===== config.mk =====
export PLATFORM = sky130hd
export DESIGN_NAME = regspace_ext_bridge_flat
export DESIGN_NICKNAME = d
export VERILOG_FILES = /design/src/rtl/regspace_ext_pkg.sv /design/src/rtl/regspace_ext_bridge_if.sv /design/src/rtl/regspace_ext_decode.sv /design/src/rtl/regspace_ext_bridge.sv /design/src/flat_wrapper.sv
export SDC_FILE = /design/constraint.sdc
export NUM_CORES = 1
export LEC_CHECK = 0
export ABC_AREA = 1
export CAP_MARGIN = 20
export CORE_AREA = 2 2 108 110
export CTS_CLUSTER_DIAMETER = 60
export DETAILED_ROUTE_END_ITERATION = 10
export DIE_AREA = 0 0 110 112
export PLACE_DENSITY = 0.89
export SLEW_MARGIN = 20
export SYNTH_ARGS = -nofsm -noshare
export SYNTH_HDL_FRONTEND = slang
export SYNTH_SLANG_ARGS = --single-unit

===== constraint.sdc =====
create_clock -name clk -period 2.1 [get_ports clk]
set_input_delay 0.42 -clock clk [delete_from_list [all_inputs] [get_ports clk]]
set_output_delay 0.42 -clock clk [all_outputs]
set_load 0.02 [all_outputs]

===== src/rtl/regspace_ext_pkg.sv =====
// Shared types and width helpers for the register-space external bridge.
package regspace_ext_pkg;

  typedef enum logic [2:0] {
    RS_IDLE,
    RS_RD_EXT,
    RS_RD_RESP,
    RS_WR_EXT,
    RS_WR_RESP
  } rs_state_e;

  // Width of a register index; at least one bit so single-register builds stay legal.
  function automatic int unsigned idx_w(input int unsigned num_regs);
    return (num_regs > 1) ? $clog2(num_regs) : 1;
  endfunction

  // Number of byte-offset bits covered by one register stride.
  function automatic int unsigned off_w(input int unsigned stride);
    return $clog2(stride);
  endfunction

endpackage


===== src/rtl/regspace_ext_bridge_if.sv =====
// Register-space request/response bus: read request, read ack, write request, write ack.
interface regspace_ext_bridge_if #(
  parameter int unsigned ADDR_W = 16,
  parameter int unsigned DATA_W = 32
);
  logic [ADDR_W-1:0] rreq_addr;
  logic              rreq_vld;
  logic              rreq_rdy;
  logic [DATA_W-1:0] rack_data;
  logic              rack_err;
  logic              rack_vld;
  logic              rack_rdy;
  logic [ADDR_W-1:0] wreq_addr;
  logic [DATA_W-1:0] wreq_data;
  logic              wreq_vld;
  logic              wreq_rdy;
  logic              wack_vld;
  logic              wack_err;

  modport master (
    output rreq_addr, rreq_vld, rack_rdy, wreq_addr, wreq_data, wreq_vld,
    input  rreq_rdy, rack_data, rack_err, rack_vld, wreq_rdy, wack_vld, wack_err
  );

  modport slave (
    input  rreq_addr, rreq_vld, rack_rdy, wreq_addr, wreq_data, wreq_vld,
    output rreq_rdy, rack_data, rack_err, rack_vld, wreq_rdy, wack_vld, wack_err
  );
endinterface


===== src/rtl/regspace_ext_decode.sv =====
// Combinational address decode: addr -> {hit, register index}.
module regspace_ext_decode
  import regspace_ext_pkg::*;
#(
  parameter int unsigned ADDR_W     = 16,
  parameter int unsigned NUM_REGS   = 4,
  parameter int unsigned BASE_ADDR  = 0,
  parameter int unsigned REG_STRIDE = 32,
  localparam int unsigned IDX_W     = idx_w(NUM_REGS),
  localparam int unsigned OFF_W     = off_w(REG_STRIDE)
) (
  input  logic [ADDR_W-1:0] addr_i,
  output logic              hit_o,
  output logic [IDX_W-1:0]  idx_o
);

  logic [ADDR_W-1:0] off;
  logic [ADDR_W-1:0] idx_full;

  // A mask instead of off[OFF_W-1:0] keeps a stride of 1 (OFF_W==0) legal.
  always_comb begin
    off      = addr_i - ADDR_W'(BASE_ADDR);
    idx_full = off >> OFF_W;
    hit_o    = ((off & ADDR_W'(REG_STRIDE - 1)) == '0) && (idx_full < ADDR_W'(NUM_REGS));
    idx_o    = idx_full[IDX_W-1:0];
  end

endmodule


===== src/rtl/regspace_ext_bridge.sv =====
// Bridge from the register-space request bus to NUM_REGS external registers.
// Single outstanding transaction; write wins over read in the same cycle.
// Optional: define REGSPACE_EXT_TIMEOUT_EN to abort ext handshakes after TIMEOUT_CYC cycles.
module regspace_ext_bridge
  import regspace_ext_pkg::*;
#(
  parameter int unsigned ADDR_W      = 16,
  parameter int unsigned DATA_W      = 32,
  parameter int unsigned NUM_REGS    = 4,
  parameter int unsigned BASE_ADDR   = 0,
  parameter int unsigned REG_STRIDE  = 32,
  parameter int unsigned TIMEOUT_CYC = 255
) (
  input  logic                       clk,
  input  logic                       rst,
  regspace_ext_bridge_if.slave       bus,
  output logic [NUM_REGS-1:0]        ext_rvld,
  input  logic [NUM_REGS-1:0]        ext_rrdy,
  input  logic [NUM_REGS*DATA_W-1:0] ext_rdat,
  output logic [NUM_REGS-1:0]        ext_wvld,
  input  logic [NUM_REGS-1:0]        ext_wrdy,
  output logic [DATA_W-1:0]          ext_wdat
);

  localparam int unsigned IDX_W = idx_w(NUM_REGS);

  if (NUM_REGS < 1 || NUM_REGS > 64) begin : g_chk_regs
    $error("NUM_REGS out of range");
  end
  if ((REG_STRIDE == 0) || ((REG_STRIDE & (REG_STRIDE - 1)) != 0)) begin : g_chk_stride
    $error("REG_STRIDE must be a power of two");
  end
  if (TIMEOUT_CYC == 0) begin : g_chk_to
    $error("TIMEOUT_CYC must be non-zero");
  end

  rs_state_e         state_q, state_d;
  logic [IDX_W-1:0]  idx_q, idx_d;
  logic [DATA_W-1:0] wdat_q, wdat_d;
  logic [DATA_W-1:0] rdat_q, rdat_d;
  logic              rerr_q, rerr_d;
  logic              werr_q, werr_d;
  logic              rhit, whit;
  logic [IDX_W-1:0]  ridx, widx;

`ifdef REGSPACE_EXT_TIMEOUT_EN
  localparam int unsigned CNT_W = $clog2(TIMEOUT_CYC + 1);
  logic [CNT_W-1:0] cnt_q, cnt_d;
  logic             timeout;
  assign timeout = (int'(cnt_q) + 1) >= int'(TIMEOUT_CYC);
`endif

  regspace_ext_decode #(
    .ADDR_W(ADDR_W), .NUM_REGS(NUM_REGS), .BASE_ADDR(BASE_ADDR), .REG_STRIDE(REG_STRIDE)
  ) u_rdec (
    .addr_i(bus.rreq_addr), .hit_o(rhit), .idx_o(ridx)
  );

  regspace_ext_decode #(
    .ADDR_W(ADDR_W), .NUM_REGS(NUM_REGS), .BASE_ADDR(BASE_ADDR), .REG_STRIDE(REG_STRIDE)
  ) u_wdec (
    .addr_i(bus.wreq_addr), .hit_o(whit), .idx_o(widx)
  );

  // State and latched transaction registers.
  always_ff @(posedge clk) begin
    if (rst) begin
      state_q <= RS_IDLE;
      idx_q   <= '0;
      wdat_q  <= '0;
      rdat_q  <= '0;
      rerr_q  <= 1'b0;
      werr_q  <= 1'b0;
`ifdef REGSPACE_EXT_TIMEOUT_EN
      cnt_q   <= '0;
`endif
    end else begin
      state_q <= state_d;
      idx_q   <= idx_d;
      wdat_q  <= wdat_d;
      rdat_q  <= rdat_d;
      rerr_q  <= rerr_d;
      werr_q  <= werr_d;
`ifdef REGSPACE_EXT_TIMEOUT_EN
      cnt_q   <= cnt_d;
`endif
    end
  end

  // Next-state: accept, external handshake, response.
  always_comb begin
    state_d = state_q;
    idx_d   = idx_q;
    wdat_d  = wdat_q;
    rdat_d  = rdat_q;
    rerr_d  = rerr_q;
    werr_d  = werr_q;
`ifdef REGSPACE_EXT_TIMEOUT_EN
    cnt_d   = cnt_q;
`endif
    unique case (state_q)
      RS_IDLE: begin
`ifdef REGSPACE_EXT_TIMEOUT_EN
        cnt_d = '0;
`endif
        if (bus.wreq_vld) begin
          idx_d   = widx;
          wdat_d  = bus.wreq_data;
          werr_d  = !whit;
          state_d = whit ? RS_WR_EXT : RS_WR_RESP;
        end else if (bus.rreq_vld) begin
          idx_d   = ridx;
          rdat_d  = '0;
          rerr_d  = !rhit;
          state_d = rhit ? RS_RD_EXT : RS_RD_RESP;
        end
      end
      RS_RD_EXT: begin
        if (ext_rrdy[idx_q]) begin
          rdat_d  = ext_rdat[int'(idx_q)*DATA_W +: DATA_W];
          rerr_d  = 1'b0;
          state_d = RS_RD_RESP;
        end
`ifdef REGSPACE_EXT_TIMEOUT_EN
        else if (timeout) begin
          rdat_d  = '0;
          rerr_d  = 1'b1;
          state_d = RS_RD_RESP;
        end else begin
          cnt_d = cnt_q + 1'b1;
        end
`endif
      end
      RS_RD_RESP: begin
        if (bus.rack_rdy) state_d = RS_IDLE;
      end
      RS_WR_EXT: begin
        if (ext_wrdy[idx_q]) begin
          werr_d  = 1'b0;
          state_d = RS_WR_RESP;
        end
`ifdef REGSPACE_EXT_TIMEOUT_EN
        else if (timeout) begin
          werr_d  = 1'b1;
          state_d = RS_WR_RESP;
        end else begin
          cnt_d = cnt_q + 1'b1;
        end
`endif
      end
      RS_WR_RESP: state_d = RS_IDLE;
      default:    state_d = RS_IDLE;
    endcase
  end

  // Strobes are decoded from registered state/index, so they are glitch-free and one-hot.
  always_comb begin
    ext_rvld = '0;
    ext_wvld = '0;
    if (state_q == RS_RD_EXT) ext_rvld[idx_q] = 1'b1;
    if (state_q == RS_WR_EXT) ext_wvld[idx_q] = 1'b1;
  end

  assign ext_wdat      = wdat_q;
  assign bus.rreq_rdy  = (state_q == RS_IDLE) && !bus.wreq_vld;
  assign bus.wreq_rdy  = (state_q == RS_IDLE);
  assign bus.rack_vld  = (state_q == RS_RD_RESP);
  assign bus.rack_data = rdat_q;
  assign bus.rack_err  = rerr_q;
  assign bus.wack_vld  = (state_q == RS_WR_RESP);
  assign bus.wack_err  = werr_q;

endmodule

===== src/flat_wrapper.sv =====
// flat-port wrapper written by rule: the top's interface ports become plain ports
module regspace_ext_bridge_flat import regspace_ext_pkg::*;
#(
  parameter int unsigned ADDR_W      = 16,
  parameter int unsigned DATA_W      = 32,
  parameter int unsigned NUM_REGS    = 4,
  parameter int unsigned BASE_ADDR   = 0,
  parameter int unsigned REG_STRIDE  = 32,
  parameter int unsigned TIMEOUT_CYC = 255
)
  (clk, rst, ext_rvld, ext_rrdy, ext_rdat, ext_wvld, ext_wrdy, ext_wdat, bus_rreq_addr, bus_rreq_vld, bus_rack_rdy, bus_wreq_addr, bus_wreq_data, bus_wreq_vld, bus_rreq_rdy, bus_rack_data, bus_rack_err, bus_rack_vld, bus_wreq_rdy, bus_wack_vld, bus_wack_err);
  regspace_ext_bridge_if #(.ADDR_W(ADDR_W), .DATA_W(DATA_W)) bus_i ();
  input  logic clk;
  input  logic rst;
  output logic [NUM_REGS-1:0] ext_rvld;
  input  logic [NUM_REGS-1:0] ext_rrdy;
  input  logic [NUM_REGS*DATA_W-1:0] ext_rdat;
  output logic [NUM_REGS-1:0] ext_wvld;
  input  logic [NUM_REGS-1:0] ext_wrdy;
  output logic [DATA_W-1:0] ext_wdat;
  input wire logic [$bits(bus_i.rreq_addr)-1:0] bus_rreq_addr;
  input wire logic [$bits(bus_i.rreq_vld)-1:0] bus_rreq_vld;
  input wire logic [$bits(bus_i.rack_rdy)-1:0] bus_rack_rdy;
  input wire logic [$bits(bus_i.wreq_addr)-1:0] bus_wreq_addr;
  input wire logic [$bits(bus_i.wreq_data)-1:0] bus_wreq_data;
  input wire logic [$bits(bus_i.wreq_vld)-1:0] bus_wreq_vld;
  output wire logic [$bits(bus_i.rreq_rdy)-1:0] bus_rreq_rdy;
  output wire logic [$bits(bus_i.rack_data)-1:0] bus_rack_data;
  output wire logic [$bits(bus_i.rack_err)-1:0] bus_rack_err;
  output wire logic [$bits(bus_i.rack_vld)-1:0] bus_rack_vld;
  output wire logic [$bits(bus_i.wreq_rdy)-1:0] bus_wreq_rdy;
  output wire logic [$bits(bus_i.wack_vld)-1:0] bus_wack_vld;
  output wire logic [$bits(bus_i.wack_err)-1:0] bus_wack_err;
  assign bus_i.rreq_addr = bus_rreq_addr;
  assign bus_i.rreq_vld = bus_rreq_vld;
  assign bus_i.rack_rdy = bus_rack_rdy;
  assign bus_i.wreq_addr = bus_wreq_addr;
  assign bus_i.wreq_data = bus_wreq_data;
  assign bus_i.wreq_vld = bus_wreq_vld;
  assign bus_rreq_rdy = bus_i.rreq_rdy;
  assign bus_rack_data = bus_i.rack_data;
  assign bus_rack_err = bus_i.rack_err;
  assign bus_rack_vld = bus_i.rack_vld;
  assign bus_wreq_rdy = bus_i.wreq_rdy;
  assign bus_wack_vld = bus_i.wack_vld;
  assign bus_wack_err = bus_i.wack_err;
  regspace_ext_bridge #(.ADDR_W(ADDR_W), .DATA_W(DATA_W), .NUM_REGS(NUM_REGS), .BASE_ADDR(BASE_ADDR), .REG_STRIDE(REG_STRIDE), .TIMEOUT_CYC(TIMEOUT_CYC)) u_core (.clk(clk), .rst(rst), .bus(bus_i), .ext_rvld(ext_rvld), .ext_rrdy(ext_rrdy), .ext_rdat(ext_rdat), .ext_wvld(ext_wvld), .ext_wrdy(ext_wrdy), .ext_wdat(ext_wdat));
endmodule

# After elaboration in Yosys (flattened, before gate mapping)
# Cells that the tools add are included.
dict set report totals {
  ff_bits 71
  latch_bits 0
  ram_bits 0
  mem_bits_ro 0
  inputBits 205
  output_inout_bits 78
  word_cells 69
  mem_count 0
}
dict set report classes {
  add_sub_neg 0
  mul 0
  div 0
  n_lt_le_gt_ge 4
  n_eq_ne 11
  n_shift 1
  n_mux 29
  bitwise_logic 0
  n_reduce_logical 18
}
# operator count
set op_table {}
lappend op_table {{$shiftx A128 B8 Y32} 1}
lappend op_table {{$mux W32} 3}
lappend op_table {{$pmux W32 S2} 1}
lappend op_table {{$logic_not A16 Y1} 2}
lappend op_table {{$lt A11 B3 Y1 const B} 2}
lappend op_table {{$mux W3} 6}
lappend op_table {{$pmux W3 S4} 1}
lappend op_table {{$mux W1} 8}
lappend op_table {{$mux W4} 2}
lappend op_table {{$ne A2 B2 Y1 const B} 4}
lappend op_table {{$reduce_and A4 Y1} 2}
lappend op_table {{$eq A3 B2 Y1 const B} 2}
lappend op_table {{$mux W2} 3}
lappend op_table {{$reduce_bool A2 Y1} 3}
lappend op_table {{$bmux W1 S2} 2}
lappend op_table {{$logic_and A1 B1 Y1} 4}
lappend op_table {{$ne A2 B1 Y1 const B} 2}
lappend op_table {{$pmux W1 S2} 2}
lappend op_table {{$reduce_and A2 Y1} 2}
lappend op_table {{$eq A3 B1 Y1 const B} 1}
lappend op_table {{$eq A3 B3 Y1 const B} 1}
lappend op_table {{$logic_not A1 Y1} 3}
lappend op_table {{$logic_not A3 Y1} 1}
lappend op_table {{$lt A2 B3 Y1 const B} 1}
lappend op_table {{4 further kinds} 4}

# Depth between registers and ports, before layout
dict set report depth {
  ltp_word 6
  depth_mapped 11
  depth_no_buf 10
}

# Modules after synthesis
# A second synthesis with hierarchy kept.
dict set report hier_totals {
  hier_cells 740
  hier_area_um2 4235.3
}
# mod n_inst cells_each area_each_um2 seq_area_each_um2
set by_module_without_submodules {}
lappend by_module_without_submodules {regspace_ext_bridge 1 696 4047.6 1421.4}
lappend by_module_without_submodules {regspace_ext_decode 2 22 93.8 0.0}

# Worst setup path after synthesis
# OpenSTA, ideal clock, no wires.
dict set report synth_timing {
  path_type {register to output}
  startpoint {register u_core.idx_q[1]}
  endpoint {output ext_rvld[2]}
  arrival_ps 1251
  setup_slack_ps 429
  path_stages_with_launch 7
  n_path_buf 2
  path_cell_list {dfxtp_1 -> buf_6 -> inv_4 -> nor2_8 -> clkbuf_1 -> inv_1 -> nor2_1}
}
dict set report synth_via {
  elab_chain_cells 5
}
# element line
set synth_rtl {}
lappend synth_rtl {{from (decl)} regspace_ext_bridge.sv:38} ;# logic [IDX_W-1:0] idx_q, idx_d;
lappend synth_rtl {{from (signal assigned)} regspace_ext_bridge.sv:79} ;# idx_q <= idx_d;
lappend synth_rtl {{$lt A2 B3 Y1 (not written as such) / $ge A2 B1 Y1 (equally long branches)} regspace_ext_bridge.sv:160} ;# if (state_q == RS_RD_EXT) ext_rvld[idx_q] = 1'b1;
lappend synth_rtl {{$logic_and A1 B1 Y1 (not written as such)} regspace_ext_bridge.sv:160}
lappend synth_rtl {{$mux W1 (not written as such)} regspace_ext_bridge.sv:160}
lappend synth_rtl {{$demux W1 S2 *} -}
lappend synth_rtl {{$mux W4 *} regspace_ext_bridge.sv:160}
lappend synth_rtl {{to (decl)} flat_wrapper.sv:15} ;# output logic [NUM_REGS-1:0] ext_rvld;
# Every way passes the cells marked *; elsewhere a longest branch is shown, timed or not.

# Final worst setup path
dict set report layout_timing {
  startpoint {register u_core.state_q[2]}
  endpoint {output bus_wack_vld}
}
dict set report layout_via {
  elab_chain_cells 1
}
# element line
set layout_rtl {}
lappend layout_rtl {{from (decl)} regspace_ext_bridge.sv:37} ;# rs_state_e state_q, state_d;
lappend layout_rtl {{from (signal assigned)} regspace_ext_bridge.sv:78} ;# state_q <= state_d;
lappend layout_rtl {{$eq A3 B3 Y1} regspace_ext_bridge.sv:170} ;# assign bus.wack_vld = (state_q == RS_WR_RESP);
lappend layout_rtl {{to (decl)} flat_wrapper.sv:32} ;# output wire logic [$bits(bus_i.wack_vld)-1:0] bus_wack_vld;
# Every way passes these cells.

==> qor.csv <==
metric,value,unit
Least-Margin Pin Slew,0.539,ns
reg2reg end,u_core.bus.rack_data[31]$_SDFFE_PP0P_,
DR DRC count,0,
Routed Antenna Nets,0,
CP Data Required Time,1.68,ns
P_sw,0.00361,W
path depth of the worst reg2reg path,9,
Slew Limit Fails,0,
Final setup viols,0,
DR vias,5139,
synth top area cells,"dfxtp_1 36%, nand3_1 13%, nor2_1 12%",
synthesized cell area,0.00395,mm²
max_slew headroom,64.0,%
Hold Fails Final Rpt,0,
Syn Nets,791,
first-pass GRT wire length,24100,µm
CP arrival,1.57,ns
RSZ-0062 raised after global routing,false,
WL final,15900,µm
Clock Skew,0.00621,ns
cell type with the largest total area after synthesis,dfxtp_1,
Post-Syn Instances,586,
top-count cell post-synth,nor2_1,
sw frac,44.4,%
fin crit share,94.6,%
total CTS buffers,9,
Max Freq,503,MHz
register area share after synthesis,36.0,%
GPL Wtd Cong,0.808,
DRT iter0 DRCs,412,
CP bufs+invs,2,
Worst Setup EP,bus_wack_vld,
# port buffers,282,
Post-DP Area,0.00691,mm²
Layout area overhead,82.2,%
cell family with most CP delay,buffers and inverters,
largest net degree at the start of global routing,53,
top_reg_cell synth,dfxtp_1,
# IOs,283,
yosys warns,0,
layout cells sized above 1,10.3,%
vias in the first global route,4900,
CORE AREA,0.0112,mm²
"EDFF count, synth",0,
H-Tree Depth,3,
FF-to-FF Start,u_core.state_q[0]$_SDFFE_PP0P_,
Vias/cell,5.13,
Worst R2R Setup Slack,0.22,ns
kind of critical path,reg2out,
Die W,110,µm
Tot Pwr,0.00813,W
Clock transition at path regs,0.06,ns
Setup crit end kind,output pin,
initial antenna violation count,1,
Comb pwr share,56.7,%
status,"finished, final reports clean",
Critical Path Start,u_core.state_q[2]$_SDFFE_PP0P_,
design area,0.00719,mm²
Routed wire per std cell,15.9,µm
CP max stage delay,0.68,ns
clk sinks,71,
Nets,1057,
1st-pass router iterations,5,
Overall Global Routing Usage,24.8,%
Die Y,112,µm
peak supply drop,0.592,mV
fin crit period,1.99,ns
DP HPWL,12100,µm
die area,0.0123,mm²
count of cell types in the netlist,25,
Int Pwr,0.00452,W
Starting Density,35.3,%
Clock Tree Root,clkbuf_16,
fin util,64.3,%
"Cell Chain, Critical Path",inv_2 -> nor3_1 -> clkdlybuf4s50_1,
CP max FO,4,
Stages on worst setup path,3,
Congestion Overflow GR,0,
Cell Pwr Density,1130,mW/mm²
Seq cells post-synth,71,
Pleak,2.82,nW
"Avg Cell Area, Syn",6.74,µm²
top-area cell type share of the netlist area,36.0,%
row cnt,39,
crit path max-delay cell type,clkdlybuf4s50_1,
Longest Clk Path Bufs,2,
part of the power in registers,25.1,%
hold buffers post-CTS,0,
crit start category,flop,
Max-Cap Viols,0,
Clock power frac,18.3,%
Hold Crit Class,reg2reg,
clk_lat worst skew,0.33,ns
CTS tree,yes,
Async SR Flop Fraction,0,%
most frequent cells after synthesis,"125 x nor2_1, 104 x nand3_1, 72 x nand2_1",
-- cell families after synthesis --
family / Yosys count / share of synthesized area (%)
buffers and inverters: 62 / 7.80
AO/OA/AOI/OAI: 105 / 16.2
flip-flops: 71 / 36.0
AND/OR/NAND/NOR: 348 / 40.0
-- worst min path at each step --
| stage | start | end | slack, ns | depth (start not counted) |
|---|---|---|---|---|
| after floorplan | rst | u_core.bus.rack_err$_SDFFE_PP0P_ | 0.49 | 1 |
| after global placement | u_core.bus.rack_err$_SDFFE_PP0P_ | u_core.bus.rack_err$_SDFFE_PP0P_ | 0.46 | 2 |
| after detailed placement | u_core.bus.wack_err$_SDFFE_PP0P_ | u_core.bus.wack_err$_SDFFE_PP0P_ | 0.47 | 2 |
| after CTS | u_core.bus.wack_err$_SDFFE_PP0P_ | u_core.bus.wack_err$_SDFFE_PP0P_ | 0.48 | 2 |
| after global routing | u_core.bus.wack_err$_SDFFE_PP0P_ | u_core.bus.wack_err$_SDFFE_PP0P_ | 0.52 | 2 |
| final | u_core.bus.wack_err$_SDFFE_PP0P_ | u_core.bus.wack_err$_SDFFE_PP0P_ | 0.48 | 2 |
-- flip-flops by register name, indices dropped and copies added, names as in the netlist --
| name | flops |
|---|---|
| u_core.bus.rack_data | 32 |
| u_core.ext_wdat | 32 |
| u_core.state_q | 3 |
| u_core.idx_q | 2 |
| u_core.bus.rack_err | 1 |
| u_core.bus.wack_err | 1 |
-- per-layer routing --
| layer | global-route usage, % | up-vias | wire length, µm |
|---|---|---|---|
| li1 | - | 2528 | - |
| met1 | 27.2 | 2345 | 6100 |
| met2 | 44.5 | 233 | 7770 |
| met3 | 6.97 | 33 | 1540 |
| met4 | 9.03 | 0 | 473 |
| met5 | 0 | - | 0 |
-- stage by stage --
step                hold WS [ns]  setup TNS [ns]  worst slack (ns)  cells
finish                     0.482               0             0.114   1001
floorplan                  0.489               0             0.429    586
global route               0.519               0          0.000727   1001
CTS                        0.483               0            0.0106   1000
global placement           0.456         -0.0589           -0.0589    984
detailed placement         0.473         -0.0638           -0.0638    984
-- placed cells by master (no fill, tap or decap), types with 16 or more instances in the layout --
cell,count
nand3_1,104
nor2_1,124
nand2_1,72
dfxtp_1,70
clkdlybuf4s50_1,271
nand4_1,35
buf_4,16
a21oi_2,30
o21ai_0,38
o21ai_1,30
-- final cells by class --
| class | count | area (µm²) |
|---|---|---|
| Antenna cell | 1 | 2.50 |
| Clock buffer | 9 | 225 |
| Tap cell | 143 | 179 |
| Sequential cell | 71 | 1420 |
| Clock inverter | 7 | 62.6 |
| Timing Repair Buffer | 302 | 3010 |
| Fill cell | 976 | 3980 |
| Inverter | 15 | 61.3 |
| Multi-Input combinational cell | 453 | 2230 |
-- power by group through the flow --
| stage | Sequential [W] | Clock [W] | Combinational (W) |
|---|---|---|---|
| 2_1_floorplan | 0.00250 | 0 | 0.00227 |
| 3_3_place_gp | 0.00204 | 0 | 0.00455 |
| 3_5_place_dp | 0.00206 | 0 | 0.00462 |
| 4_1_cts | 0.00204 | 0.00153 | 0.00462 |
| 5_1_grt | 0.00209 | 0.00158 | 0.00498 |
| 6_report | 0.00204 | 0.00148 | 0.00461 |
-- timing repair --
item                                    4_1_cts  5_1_grt
endpoints found under the hold margin         0        0
endpoints found under the setup margin        9        6
cloned                                        0        0
setup buffers                                 0        0
gates resized for setup                      10        8
-- worst min-delay path: stages (launching register included) --
cell and delay (ns):
dfxtp_1 0.31, nand2_1 0.06, a21oi_1 0.06
Note: power is estimated with default switching activity, not from simulation.
